[src/rtl/mips_pkg.sv]
// Shared definitions for the MIPS core front end.
//   - opcode constants seen by the control decoder
//   - fetch stage FSM state type
//   - default program counter value after reset
package mips_pkg;

  localparam logic [5:0] OP_RTYPE = 6'b000000;
  localparam logic [5:0] OP_LW    = 6'b100011;
  localparam logic [5:0] OP_SW    = 6'b101011;
  localparam logic [5:0] OP_ADDI  = 6'b001000;
  localparam logic [5:0] OP_BEQ   = 6'b000100;
  localparam logic [5:0] OP_J     = 6'b000010;

  localparam logic [31:0] DEFAULT_RESET_PC = 32'h0000_0000;

  typedef enum logic {
    ST_FETCH = 1'b0,
    ST_HOLD  = 1'b1
  } fetch_state_e;

endpackage

[src/rtl/next_pc_calc.sv]
// Next program counter selection for the fetch stage (purely combinational).
// Ports:
//   pc_plus4 in  32  address of the sequential successor
//   instr    in  32  currently held instruction (jump index / branch offset)
//   branch   in  1   conditional branch from the control decoder
//   jump     in  1   unconditional jump from the control decoder
//   zero     in  1   ALU zero flag, qualifies the branch
//   next_pc  out 32  selected successor address
module next_pc_calc
  import mips_pkg::*;
(
  input  logic [31:0] pc_plus4,
  input  logic [31:0] instr,
  input  logic        branch,
  input  logic        jump,
  input  logic        zero,
  output logic [31:0] next_pc
);

  logic [31:0] jump_target;
  logic [31:0] branch_target;

  // Jump keeps the 256 MB region of the delay-slot address.
  assign jump_target   = {pc_plus4[31:28], instr[25:0], 2'b00};
  // Word offset, sign-extended; wraps modulo 2^32.
  assign branch_target = pc_plus4 + {{14{instr[15]}}, instr[15:0], 2'b00};

  // Jump wins over branch when the decoder asserts both.
  always_comb begin
    next_pc = pc_plus4;
    if (jump) begin
      next_pc = jump_target;
    end else if (branch && zero) begin
      next_pc = branch_target;
    end
  end

endmodule

[src/rtl/fetch_unit.sv]
// Instruction fetch stage: owns the PC, fetches one word per instruction
// over a req/ack handshake, holds it for decode and steps the PC when the
// core retires the instruction.
// Ports:
//   clk, rst          clock (rising edge), asynchronous active-high reset
//   imem_req/addr     fetch request and address (addr = pc)
//   imem_ack/rdata    memory response, rdata valid with ack
//   instr, opcode     held instruction and its opcode field
//   instr_valid       instr is valid and stable
//   pc, pc_plus4      current PC and its sequential successor
//   branch/jump/zero  next-PC controls, sampled only when advance in HOLD
//   advance           one-cycle pulse: instr has been retired
module fetch_unit
  import mips_pkg::*;
#(
  parameter logic [31:0] RESET_PC = DEFAULT_RESET_PC,
  parameter int          INSTR_W  = 32
) (
  input  logic               clk,
  input  logic               rst,
  output logic               imem_req,
  output logic [INSTR_W-1:0] imem_addr,
  input  logic               imem_ack,
  input  logic [INSTR_W-1:0] imem_rdata,
  output logic [INSTR_W-1:0] instr,
  output logic [5:0]         opcode,
  output logic               instr_valid,
  output logic [INSTR_W-1:0] pc,
  output logic [INSTR_W-1:0] pc_plus4,
  input  logic               branch,
  input  logic               jump,
  input  logic               zero,
  input  logic               advance
);

  fetch_state_e       state_q, state_d;
  logic [INSTR_W-1:0] pc_q, pc_d;
  logic [INSTR_W-1:0] instr_q, instr_d;
  logic               imem_req_q, imem_req_d;
  logic               instr_valid_q, instr_valid_d;
  logic [INSTR_W-1:0] next_pc;

  assign pc_plus4 = pc_q + 32'd4;

  next_pc_calc u_next_pc_calc (
    .pc_plus4 (pc_plus4),
    .instr    (instr_q),
    .branch   (branch),
    .jump     (jump),
    .zero     (zero),
    .next_pc  (next_pc)
  );

  // Request and valid flags are registered alongside the state so the
  // memory and decoder see glitch-free outputs. ack in HOLD and advance in
  // FETCH fall through the defaults and are therefore ignored.
  always_comb begin
    state_d       = state_q;
    pc_d          = pc_q;
    instr_d       = instr_q;
    imem_req_d    = imem_req_q;
    instr_valid_d = instr_valid_q;
    if (state_q == ST_FETCH) begin
      if (imem_ack) begin
        instr_d       = imem_rdata;
        state_d       = ST_HOLD;
        imem_req_d    = 1'b0;
        instr_valid_d = 1'b1;
      end
    end else begin
      if (advance) begin
        pc_d          = next_pc;
        state_d       = ST_FETCH;
        imem_req_d    = 1'b1;
        instr_valid_d = 1'b0;
      end
    end
  end

  // Request comes out of reset asserted so the first fetch is issued in
  // the very first cycle after rst drops.
  always_ff @(posedge clk or posedge rst) begin
    if (rst) begin
      state_q       <= ST_FETCH;
      pc_q          <= RESET_PC;
      instr_q       <= '0;
      imem_req_q    <= 1'b1;
      instr_valid_q <= 1'b0;
    end else begin
      state_q       <= state_d;
      pc_q          <= pc_d;
      instr_q       <= instr_d;
      imem_req_q    <= imem_req_d;
      instr_valid_q <= instr_valid_d;
    end
  end

  assign imem_req    = imem_req_q;
  assign imem_addr   = pc_q;
  assign instr       = instr_q;
  assign opcode      = instr_q[31:26];
  assign instr_valid = instr_valid_q;
  assign pc          = pc_q;

endmodule

[config.mk]
export PLATFORM = sky130hd
export DESIGN_NAME = fetch_unit
export DESIGN_NICKNAME = d
export VERILOG_FILES = /design/src/rtl/mips_pkg.sv /design/src/rtl/next_pc_calc.sv /design/src/rtl/fetch_unit.sv
export SDC_FILE = /design/constraint.sdc
export NUM_CORES = 1
export LEC_CHECK = 0
export BUFFER_PORTS_ARGS = -buffer_cell sky130_fd_sc_hd__buf_2
export CORE_AREA = 5 5 116 118
export CTS_CLUSTER_DIAMETER = 50
export DETAILED_ROUTE_END_ITERATION = 8
export DIE_AREA = 0 0 121 123
export PLACE_DENSITY = 0.7
export SKIP_CTS_REPAIR_TIMING = 1
export SLEW_MARGIN = 20
export SYNTH_ARGS = -nofsm -noshare
export SYNTH_HDL_FRONTEND = slang
export SYNTH_SLANG_ARGS = --single-unit
[constraint.sdc]
create_clock -name clk -period 8.7 [get_ports clk]
set_clock_uncertainty 0.05 [all_clocks]
set_input_delay 2.175 -clock clk [delete_from_list [all_inputs] [get_ports clk]]
set_output_delay 2.175 -clock clk [all_outputs]
set_load 0.02 [all_outputs]
# Yosys cells after proc, flatten, opt, wreduce, memory -nomap -nowiden
# Index checks and enable logic that the tools add are counted.
# W data, S select, Z words.
# totals
regBits,67
in_bits,39
out_inout_bits,136
word_cells,25
# classes
add_sub_neg,2
eq_ne,1
n_mux,11
bitwise_logic,1
n_reduce_logical,5
# op_table
cell,count
$mux W32,2
$add A32 B3 Y32 const B,1
$add A32 B32 Y32,1
$mux W1,9
$reduce_and A2 Y1,3
$ne A2 B2 Y1 const B,1
$reduce_bool A2 Y1,1
$logic_and A1 B1 Y1,1
$not A1 Y1,1

# Logic depth before layout (Yosys ltp)
# Gate-level depths: netlist of the first run.
# logic_depth
ltp_word,4
depth_mapped,17
depth_no_buf,16

# Cells and area by module
# A second synthesis of the first run with hierarchy kept.
# hier_totals
cells_unflattened,589
area_unflattened_um2,5467.7
# by_module_without_submodules
mod,n_inst,cells_each,area_each_um2,seq_area_each_um2
fetch_unit,1,265,3328.2,1677.9
next_pc_calc,1,324,2139.6,0.0

# Worst setup path before layout of the first run
# Ideal clock, no wire load.
# synth_path
path_type,flip-flop to output port
start,reg pc_q[7] (netlist: imem_addr[7])
end,out pc_plus4[23]
arrival_time_ps,2068
required_ps,6475
slack_ps,4407
path_stages_with_launch,7
path_buffers,0
cell_sequence,dfrtp_1 > and4_1 > and3_4 > nand4_4 > nor2b_1 > nand3_1 > xnor2_1
# synth_via
elab_chain_cells,1
# synth_rtl
item,line,rtl
from (decl),fetch_unit.sv:37,"logic [INSTR_W-1:0] pc_q, pc_d;"
from (signal assigned),fetch_unit.sv:91,pc_q <= pc_d;
$add A32 B3 Y32,fetch_unit.sv:43,assign pc_plus4 = pc_q + 32'd4;
to (decl),fetch_unit.sv:29,"output logic [INSTR_W-1:0] pc_plus4,"
# No other way between the ends.

# Final worst setup path of the first run
# layout_path
start,reg pc_q[2] (netlist: imem_addr[2])
end,out pc_plus4[30]
# Same word-level chain as after synthesis.

==> results.md, run 1 <==
| Step | Quantity | This run |
|:---|:---|:---|
| floorplan | Ports | 175 |
| setup path | Worst-path fanout max | 7 |
| logic synthesis | Post-Synthesis Mean Instance Area | 8.704 µm² |
| setup path | Cell repeated most along the worst path | sky130_fd_sc_hd__nor2_1 |
| cts | TritonCTS clock tree | done |
| setup path | Slowest Stage Delay on Critical Path | 440 ps |
| routing | Detail-routed net length per standard cell | 17.23 µm |
| setup path | Gate family responsible for the most delay along the worst path | simple AND/OR/NAND/NOR gates |
| setup path | Required time at the worst-slack endpoint | 6480 ps |
| placement | Number of buffers inserted by port buffering | 168 |
| worst hold path | Worst min-delay path category | reg -> reg |
| timing | Min cycle time layout | 4967 ps |
| logic synthesis | Number of register bits inferred by synthesis | 65 |
| cts | Clock slew at the register clock pins of the worst setup and hold paths | 50 ps |
| timing | Final period utilization | 57.09% |
| cts | Number of buffers inserted during clock tree synthesis | 9 |
| placement | Detailed-placement wirelength estimate | 11.96 mm |
| floorplan | Die height | 123 µm |
| timing | Worst-case headroom to the max-slew limit | 29.86% |
| routing | Residual DRC | 0 |
| cts | H-tree depth reported by CTS | 3 |
| logic synthesis | Area share of the largest cell type after synthesis | 29.49% |
| logic synthesis | Share of flip-flops with an asynchronous set or reset after synthesis | 100.0% |
| routing | Total wire length | 15.85 mm |
| routing | Total via count in the routed design | 5020 |
| global route | Via count of the first global-routing pass | 4926 |
| logic synthesis | YS warnings | 0 |
| routing | Number of detailed-routing iterations run before antenna repair | 5 |
| setup path | Buffer and inverter count on the worst path | 2 |
| routing | Number of nets with antenna violations after routing | 0 |
| timing | Number of failing hold endpoints at the final stage | 0 |
| finish | Layout cell share with drive strength beyond 1 | 32.09% |
| global route | Total congestion overflow after global routing | 0 |
| global route | Wire length of the first global-routing pass | 24.92 mm |
| cts | CTS root buffer | sky130_fd_sc_hd__clkbuf_16 |
| global route | Initial antenna violation count | 0 |
| status | Result of the run | finished, final reports clean |
| placement | Post-placement worst setup slack | 4094 ps |
| logic synthesis | Number of unique standard cell types used by synthesis | 67 |
| logic synthesis | Top cells by area, synth | sky130_fd_sc_hd__dfrtp_1 (29%), sky130_fd_sc_hd__ha_1 (8.3%), sky130_fd_sc_hd__mux2_2 (6.6%) |
| logic synthesis | Netlist area before placement | 5431 µm² |
| floorplan | Die outline width | 121 µm |
| placement | DP Cell Count | 904 |
| setup path | Critical path cell sequence | ha_1 > inv_1 > nor2_1 > nand4_1 > nor2_1 > and3_1 > xor2_1 > buf_2 |
| timing | Number of slew-limit violations in the final report | 0 |
| global route | Global-route total usage across every layer | 20.93% |
| timing | Setup repair after global routing missed its margin | false |
| logic synthesis | Most common cell in the synthesized netlist | sky130_fd_sc_hd__dfrtp_1 |
| run | Maximum Capacitance Violations | 0 |
| finish | Number of nets in the layout | 819 |
| setup path | Startpoint type of the worst setup path | flip-flop |
| finish | Antenna Cells | 0 |
| global route | Largest net degree at the start of global routing | 66 |
| floorplan | Die Outline Area | 14880 µm² |
| power | Maximum vdd drop | 0.1287 mV |
| floorplan | Area of the core region | 12360 µm² |
| cts | Maximum buffer depth of the clock tree | 2 |
| logic synthesis | Sequential fraction of the synthesis area | 29.97% |
| logic synthesis | Most instantiated flip-flop cell in the synthesis netlist | sky130_fd_sc_hd__dfrtp_1 |
| timing | Setup violators final | 0 |
| floorplan | Initial core utilization | 43.93% |
| placement | Post-DP Area | 6120 µm² |
| finish | Finished Layout Cells | 920 |
| routing | Initial detailed-routing violation count | 329 |
| routing | Vias per cell | 5.457 |
| floorplan | Placement row count | 41 |
| finish | Signed area change from the synthesized netlist to the final layout | 18.08% |
| power | Static leakage | 2.994 nW |
| timing | Worst slew pin tran | 1050 ps |
| cts | CTS sink cnt | 65 |
| setup path | Critical path start-end classification | reg -> out |
| logic synthesis | Number of enable-type register cells in the synthesized netlist | 0 |
| timing | Maximum frequency from static timing analysis | 201.3 MHz |
| setup path | Data arrival time of the worst path | 2740 ps |
| power | Post-route total power | 2.419 mW |
| finish | Total non-filler cell area in the finished layout | 6414 µm² |
| logic synthesis | Commonest cells post-synth | sky130_fd_sc_hd__dfrtp_1 (64), sky130_fd_sc_hd__nand2_1 (61), sky130_fd_sc_hd__a21oi_1 (51) |
| setup path | Crit path max-delay cell type | sky130_fd_sc_hd__dfrtp_1 |
| timing | Post-Route Setup TNS | 0 ps |
| placement | Placer Congestion | 0.8864 |
| setup path | Endpoint kind of the worst setup timing path | output port |
| logic synthesis | Synthesized netlist cell count | 624 |
| power | Cell area power density | 377.1 nW/µm² |
| cts | Clock insertion delay at the later pin of the skew report | 340 ps |
| timing | Crit path setup slack, layout | 3733 ps |
| logic synthesis | Post-synth top area cell | sky130_fd_sc_hd__dfrtp_1 |
## stage by stage
step | util (%) | hold WS (ps)
3_5_place_dp | 49.50 | 439.8
2_1_floorplan | - | 436.4
6_report | 51.88 | 447.4
3_3_place_gp | 49.50 | 429.5
5_1_grt | 51.88 | 479.3
4_1_cts | 51.88 | 449.3
## worst paths after layout
| kind | start | end | slack [ps] | cells after the start |
|---|---|---|---|---|
| min in group asynchronous | rst | state_q | 2040 | 3 |
| setup reg to reg | imem_addr[2] | imem_addr[27] | 4540 | 14 |
| max in group asynchronous | rst | instr[0] | 6010 | 3 |
| hold reg to reg | imem_req | imem_req | 450 | 2 |
| setup / recovery | imem_addr[2] | pc_plus4[30] | 3730 | 8 |
| hold / removal | imem_req | imem_req | 450 | 2 |
## sequential cells by signal, summed over array words and instances (netlist names)
signal and cells:
imem_addr 30, imem_req 1, instr 32, instr_valid 1
state_q 1
## routing by layer
layer / global-route usage, % / wire [µm]
met1: 26.12 / 6861
met2: 35.67 / 7857
met3: 5.215 / 872
met4: 6.657 / 261
met5: 0 / 0
## placed cells by master (no fill, tap or decap), drive strengths merged, types with 7 or more instances in the layout
cell    instances
dfrtp          64
xnor2          35
clkbuf         14
xor2           14
a21o           13
nor2           46
inv            14
buf           171
ha             36
mux2           32
nand3          19
and3           12
nand2          61
o21a            7
o31ai           7
nand4          13
o21ai          38
a211oi         15
a21oi          53
## cells by family (layout without fill, tap and decap cells)
| logic type | count (synthesis) | in the layout | synth area share (%) |
|---|---|---|---|
| AOI/OAI and AO/OA | 173 | 173 | 21.36 |
| and+or+nand+nor | 182 | 182 | 16.22 |
| adders and majority gates | 37 | 37 | 8.662 |
| buffers and inverters | 82 | 201 | 8.638 |
| DFF | 65 | 65 | 29.97 |
| other | 1 | 6 | 0.06904 |
| xor gates and xnor gates | 49 | 49 | 7.901 |
| muxes | 35 | 35 | 7.187 |
## layout make-up
class / count / area (µm²)
clock inverters: 2 / 10.01
repair buffers: 171 / 863.3
inverters: 14 / 52.55
fillers: 1169 / 5949
flip-flops and latches: 65 / 1628
clock buffers: 14 / 284.0
multi-input cells: 482 / 3361
well taps: 172 / 215.2
## worst min-delay path, stage by stage (launching register included)
cell and delay [ps]:
sky130_fd_sc_hd__dfstp_2 360, sky130_fd_sc_hd__nor2_1 90, sky130_fd_sc_hd__nor2_1 40
## power breakdown
part	total (mW)	internal [mW]	switching [mW]
Clock	0.349	0.223	0.126
Sequential	0.532	0.393	0.139
Combinational	1.54	0.581	0.957
Total	2.42	1.20	1.22
Note: power is estimated with default switching activity, not from simulation.
==> inputs of run 2 (changes only) <==
Settings changed: PLACE_DENSITY 0.7 to 0.73.
Clock period 8.7 ns to 4.4 ns, I/O delays scaled along.
==> results.md, run 2 (same netlist as run 1, synthesis figures left out) <==
| Step | Quantity | This run |
|:---|:---|:---|
| status | Result of the run | finished, final reports clean |
| timing | Post-Route Setup TNS | 0 ps |
| finish | Footprint of the multi-input gates | 3363 µm² |
| timing | Setup violators final | 0 |
| cts | Number of buffers inserted during clock tree synthesis | 9 |
| finish | FF/Latch Area | 1628 µm² |
| power | Cell area power density | 751.1 nW/µm² |
| setup path | Critical path start-end classification | reg -> reg |
| placement | Number of buffers inserted by port buffering | 168 |
| routing | Residual DRC | 0 |
| placement | Post-placement worst setup slack | 377.8 ps |
| floorplan | Initial core utilization | 43.93% |
| worst hold path | End point of the worst hold path | instr_valid |
| finish | Max reg flops | 32 |
| finish | Number of nets in the layout | 823 |
| worst hold path | Worst min-delay path category | reg -> reg |
| routing | Detailed-route wire length on metal 1 | 6.723 mm |
| setup path | Worst-path fanout max | 8 |
| routing | Number of nets with antenna violations after routing | 0 |
| finish | Layout cell share with drive strength beyond 1 | 32.71% |
| power | Maximum vdd drop | 0.2520 mV |
| setup path | Required time at the worst-slack endpoint | 4560 ps |
| routing | Initial detailed-routing violation count | 295 |
| setup path | Data arrival time of the worst path | 4230 ps |
| placement | Post-DP Area | 6150 µm² |
| setup path | Endpoint kind of the worst setup timing path | flip-flop |
| routing | Amount of wire on met2 after detailed routing | 7.512 mm |
| setup path | Minimum setup slack among reg-to-reg paths | 330 ps |
| finish | Signed area change from the synthesized netlist to the final layout | 19.33% |
| setup path | Startpoint type of the worst setup path | flip-flop |
| setup path | Crit Reg-Reg Startpoint | imem_addr[4] |
| routing | Uppermost layer routed | met4 |
| floorplan | Die height | 123 µm |
| setup path | RR Endpoint | imem_addr[31] |
| global route | Initial antenna violation count | 0 |
| worst hold path | Number of cells on the worst hold path | 2 |
| run | Maximum Capacitance Violations | 0 |
| finish | Fillers | 1180 |
| floorplan | Placement row count | 41 |
| cts | CTS sink cnt | 65 |
| finish | Total non-filler cell area in the finished layout | 6481 µm² |
| routing | Detail-routed net length per standard cell | 16.84 µm |
| worst hold path | HP Start | instr_valid |
| global route | Wire length of the first global-routing pass | 25.16 mm |
| routing | WL met3 | 842 µm |
| global route | Via count of the first global-routing pass | 4947 |
| finish | Highest-count cells in the layout ignoring fill and taps | sky130_fd_sc_hd__buf_2 (168), sky130_fd_sc_hd__dfrtp_1 (64), sky130_fd_sc_hd__nand2_1 (61) |
| finish | Most common library cell in the layout ignoring fill and taps | sky130_fd_sc_hd__buf_2 |
| setup path | Cell depth of the worst flop-to-flop path | 15 |
| routing | Number of detailed-routing iterations run before antenna repair | 5 |
| power | Static leakage | 3.023 nW |
| global route | Largest net degree at the start of global routing | 43 |
| placement | Placer Congestion | 0.9538 |
| cts | Maximum buffer depth of the clock tree | 2 |
| finish | Antenna Cells | 0 |
| cts | Clock insertion delay at the later pin of the skew report | 340 ps |
| floorplan | Die Outline Area | 14880 µm² |
| routing | Total via count in the routed design | 5099 |
| cts | Clock slew at the register clock pins of the worst setup and hold paths | 60 ps |
| floorplan | Ports | 175 |
| timing | Final period utilization | 92.47% |
| global route | Total congestion overflow after global routing | 0 |
| timing | Maximum frequency from static timing analysis | 245.8 MHz |
| timing | Crit path setup slack, layout | 331.2 ps |
| timing | Worst slew pin tran | 1051 ps |
| cts | TritonCTS clock tree | done |
| placement | Detailed-placement wirelength estimate | 11.65 mm |
| timing | Setup repair after global routing missed its margin | false |
| timing | Number of slew-limit violations in the final report | 0 |
| routing | Total wire length | 15.56 mm |
| floorplan | Die outline width | 121 µm |
| routing | Vias per cell | 5.518 |
| cts | CTS root buffer | sky130_fd_sc_hd__clkbuf_16 |
| timing | Number of failing hold endpoints at the final stage | 0 |
| floorplan | Area of the core region | 12360 µm² |
| global route | Global-route total usage across every layer | 21.13% |
| cts | H-tree depth reported by CTS | 3 |
| timing | Worst-case headroom to the max-slew limit | 29.77% |
| timing | Min cycle time layout | 4069 ps |
## run 2: cell count changes in the layout (fill, tap and decap cells not counted), sizes merged
cell | previous run | this run
buf | 171 | 175
bufinv | 0 | 2
clkbuf | 14 | 10
clkinvlp | 0 | 1
inv | 14 | 15
## run 2: area by class of cell
cell class / instances / area share, %
clock buffers: 10 / 3.687
repair buffers: 175 / 13.78
clock inverters: 6 / 1.390
multi-input cells: 482 / 51.89
inverters: 14 / 0.8108
flip-flops and latches: 65 / 25.12
well taps: 172 / 3.320
## run 2: routing by layer
| layer | up-vias | track usage, % |
|---|---|---|
| met5 | - | 0 |
| li1 | 2462 | - |
| met4 | 0 | 9.773 |
| met3 | 35 | 3.248 |
| met2 | 179 | 34.63 |
| met1 | 2423 | 27.53 |
## run 2: report_power, final
group	switching (mW)	internal [mW]	leakage, nW
Combinational	1.89	1.15	2.10
Clock	0.284	0.513	0.159
Sequential	0.259	0.776	0.768
Total	2.43	2.44	3.02
## run 2: worst max path at each step
stage	start	endpoint	slack [ps]
3_3_place_gp	imem_addr[7]	imem_addr[31]	460
5_1_grt	imem_addr[4]	imem_addr[31]	60
6_report	imem_addr[4]	imem_addr[31]	330
3_5_place_dp	imem_addr[2]	imem_addr[27]	380
2_1_floorplan	imem_addr[7]	imem_addr[31]	420
4_1_cts	imem_addr[4]	imem_addr[31]	340
## run 2: stage by stage
step / hold slack (ps) / cells / power (mW) / util, %
detailed placement: 439.6 / 908 / 4.061 / 49.74
floorplan: 436.4 / 629 / 3.376 / -
global placement: 426.2 / 908 / 4.058 / 49.74
finish: 443.4 / 924 / 4.868 / 52.42
CTS: 452.9 / 924 / 4.880 / 52.40
global route: 480.5 / 924 / 5.232 / 52.42
## run 2: critical path, stage by stage (launching register included)
cell                       delay [ps]
sky130_fd_sc_hd__dfrtp_1          470
sky130_fd_sc_hd__nand3_1          170
sky130_fd_sc_hd__nor2_2           380
sky130_fd_sc_hd__nand4_4          250
sky130_fd_sc_hd__nor2b_1          350
sky130_fd_sc_hd__nand3_1          140
sky130_fd_sc_hd__xnor2_1          340
sky130_fd_sc_hd__ha_1             350
sky130_fd_sc_hd__and3_1           190
sky130_fd_sc_hd__a211oi_1         210
sky130_fd_sc_hd__a31o_2           160
sky130_fd_sc_hd__a211oi_2          60
sky130_fd_sc_hd__or4_1            510
sky130_fd_sc_hd__nand3_1          110
sky130_fd_sc_hd__xnor2_1          110
sky130_fd_sc_hd__o21ai_1           70
==> inputs of run 3 (changes only) <==
Settings changed: ABC_AREA set to 1, CORE_AREA 5 5 116 118 to 5 5 126 128, DIE_AREA 0 0 121 123 to 0 0 131 133, PLACE_DENSITY 0.73 to 0.68.
Clock period 4.4 ns to 5.2 ns, I/O delays scaled along.
==> results.md, run 3 <==
| Step | Quantity | This run |
|:---|:---|:---|
| cts | H-tree depth reported by CTS | 3 |
| global route | Total congestion overflow after global routing | 0 |
| finish | Footprint of the multi-input gates | 3820 µm² |
| finish | Layout cell share with drive strength beyond 1 | 21.93% |
| routing | Initial detailed-routing violation count | 510 |
| global route | Wire length of the first global-routing pass | 32.88 mm |
| floorplan | Placement row count | 45 |
| global route | Largest net degree at the start of global routing | 45 |
| global route | Initial antenna violation count | 0 |
| cts | CTS root buffer | sky130_fd_sc_hd__clkbuf_16 |
| placement | Placer Congestion | 0.9575 |
| setup path | Startpoint type of the worst setup path | flip-flop |
| global route | Global-route total usage across every layer | 24.22% |
| routing | Number of detailed-routing iterations run before antenna repair | 7 |
| routing | Total via count in the routed design | 6746 |
| power | Static leakage | 4.290 nW |
| logic synthesis | Sequential fraction of the synthesis area | 25.25% |
| logic synthesis | Number of register bits inferred by synthesis | 65 |
| floorplan | Ports | 175 |
| floorplan | Die height | 133 µm |
| timing | Worst-case headroom to the max-slew limit | 39.46% |
| logic synthesis | Compound-gate portion of the synthesized area | 9.686% |
| cts | Maximum buffer depth of the clock tree | 2 |
| routing | Vias per cell | 5.046 |
| cts | Clock insertion delay at the later pin of the skew report | 340 ps |
| finish | FF/Latch Area | 1628 µm² |
| finish | Number of nets in the layout | 1221 |
| timing | Maximum frequency from static timing analysis | 276.6 MHz |
| setup path | Required time at the worst-slack endpoint | 3850 ps |
| finish | Total non-filler cell area in the finished layout | 7467 µm² |
| setup path | Data arrival time of the worst path | 2270 ps |
| status | Result of the run | finished, final reports clean |
| logic synthesis | YS warnings | 0 |
| power | Cell area power density | 583.5 nW/µm² |
| floorplan | Die outline width | 131 µm |
| global route | Via count of the first global-routing pass | 6284 |
| routing | Total wire length | 20.90 mm |
| finish | Fillers | 1574 |
| power | Maximum vdd drop | 0.2756 mV |
| finish | Antenna Cells | 0 |
| placement | Number of buffers inserted by port buffering | 168 |
| setup path | Endpoint kind of the worst setup timing path | output port |
| logic synthesis | Top cells by area, synth | sky130_fd_sc_hd__dfrtp_1 (25%), sky130_fd_sc_hd__nand2_1 (19%), sky130_fd_sc_hd__inv_1 (9.5%) |
| logic synthesis | Most common cell in the synthesized netlist | sky130_fd_sc_hd__nand2_1 |
| floorplan | Area of the core region | 14750 µm² |
| timing | Final period utilization | 69.53% |
| placement | Post-DP Area | 7181 µm² |
| cts | TritonCTS clock tree | done |
| logic synthesis | Area share of the largest cell type after synthesis | 24.84% |
| floorplan | Die Outline Area | 17420 µm² |
| logic synthesis | Number of enable-type register cells in the synthesized netlist | 0 |
| setup path | Critical path start-end classification | reg -> out |
| logic synthesis | Most instantiated flip-flop cell in the synthesis netlist | sky130_fd_sc_hd__dfrtp_1 |
| floorplan | Initial core utilization | 43.70% |
| timing | Post-Route Setup TNS | 0 ps |
| logic synthesis | Parity-gate share of the synthesized area counting xor and xnor cells | 3.125% |
| finish | Signed area change from the synthesized netlist to the final layout | 15.84% |
| finish | Highest-count cells in the layout ignoring fill and taps | sky130_fd_sc_hd__nand2_1 (323), sky130_fd_sc_hd__buf_2 (168), sky130_fd_sc_hd__inv_1 (163) |
| timing | Number of slew-limit violations in the final report | 0 |
| run | Maximum Capacitance Violations | 0 |
| logic synthesis | Synthesized netlist cell count | 1016 |
| timing | Setup violators final | 0 |
| finish | Max reg flops | 32 |
| logic synthesis | Commonest cells post-synth | sky130_fd_sc_hd__nand2_1 (324), sky130_fd_sc_hd__inv_1 (164), sky130_fd_sc_hd__nor2_1 (105) |
| worst hold path | Worst min-delay path category | reg -> reg |
| routing | Detail-routed net length per standard cell | 15.63 µm |
| timing | Setup repair after global routing missed its margin | false |
| logic synthesis | Post-Synthesis Mean Instance Area | 6.345 µm² |
| logic synthesis | Number of unique standard cell types used by synthesis | 45 |
| cts | Clock slew at the register clock pins of the worst setup and hold paths | 60 ps |
| routing | Number of nets with antenna violations after routing | 0 |
| timing | Min cycle time layout | 3616 ps |
| routing | Residual DRC | 0 |
| logic synthesis | Adder and majority cell fraction of the synthesized area | 7.298% |
| logic synthesis | Netlist area before placement | 6446 µm² |
| timing | Worst slew pin tran | 908.0 ps |
| setup path | Worst-path fanout max | 5 |
| logic synthesis | Area share of and/or/nand/nor cells after synthesis | 34.74% |
| finish | Most common library cell in the layout ignoring fill and taps | sky130_fd_sc_hd__nand2_1 |
| timing | Number of failing hold endpoints at the final stage | 0 |
| logic synthesis | Proportion of synthesized area in mux cells | 4.018% |
| placement | Detailed-placement wirelength estimate | 16.98 mm |
| cts | Number of buffers inserted during clock tree synthesis | 9 |
| logic synthesis | Share of flip-flops with an asynchronous set or reset after synthesis | 100.0% |
| logic synthesis | Post-synth top area cell | sky130_fd_sc_hd__dfrtp_1 |
| logic synthesis | Combinational family with the most area after synthesis | simple AND/OR/NAND/NOR gates |
| cts | CTS sink cnt | 65 |
-- run 3: per-stage QoR --
| step | std cells | utilization, % | worst slack [ps] | power [mW] | hold slack [ps] |
|---|---|---|---|---|---|
| floorplan | 1021 | - | 2225 | 2.978 | 466.6 |
| global placement | 1322 | 48.68 | 1991 | 3.710 | 457.0 |
| detailed placement | 1322 | 48.68 | 1903 | 3.736 | 459.5 |
| CTS | 1337 | 50.62 | 1522 | 4.346 | 468.8 |
| global route | 1337 | 50.62 | 1422 | 4.737 | 496.9 |
| finish | 1337 | 50.62 | 1584 | 4.357 | 466.0 |
-- run 3: critical path: stages (launching register included) --
cell,delay (ps)
sky130_fd_sc_hd__dfrtp_1,450
sky130_fd_sc_hd__ha_1,270
sky130_fd_sc_hd__nand2_2,90
sky130_fd_sc_hd__inv_2,90
sky130_fd_sc_hd__nand3_1,190
sky130_fd_sc_hd__inv_1,100
sky130_fd_sc_hd__nand2_1,70
sky130_fd_sc_hd__xor2_1,410
sky130_fd_sc_hd__buf_2,260
-- run 3: final timing paths --
check                             start       endpoint  slack (ps)  depth (start not counted)
setup / recovery           imem_addr[3]   pc_plus4[26]        1580                          8
hold / removal              instr_valid    instr_valid         470                          2
setup reg to reg           imem_addr[3]  imem_addr[25]        1880                         19
hold reg to reg             instr_valid    instr_valid         470                          2
max in group asynchronous           rst  imem_addr[28]        3210                          3
min in group asynchronous           rst      instr[29]         950                          2
-- run 3: cell type report --
cell class,instances,share of cell area (%)
Multi-Input combinational cell,729,51.16
Sequential cell,65,21.80
Timing Repair Buffer,171,11.56
Inverter,169,8.495
Tap cell,188,3.150
Clock buffer,10,3.066
Clock inverter,5,0.7708
-- run 3: power by group --
part / leakage, nW / internal [mW] / switching [mW]
Clock: 0.131 / 0.367 / 0.224
Combinational: 3.40 / 0.904 / 1.96
Sequential: 0.764 / 0.652 / 0.251
-- run 3: layer usage --
| layer | GRT usage [%] | part of all wire [%] | routed length (µm) | up-vias |
|---|---|---|---|---|
| li1 | - | - | - | 3379 |
| met1 | 35.26 | 45 | 9405 | 3034 |
| met2 | 36.23 | 43 | 9059 | 301 |
| met3 | 3.512 | 9.1 | 1894 | 32 |
| met4 | 8.629 | 2.6 | 541 | 0 |
| met5 | 0 | 0 | 0 | - |
-- run 3: logic make-up after synthesis --
family / after synthesis
and+or+nand+nor: 527
buffers and inverters: 227
AOI/OAI and AO/OA: 113
DFF: 65
adders and majority gates: 37
xor gates and xnor gates: 23
muxes: 23
other: 1
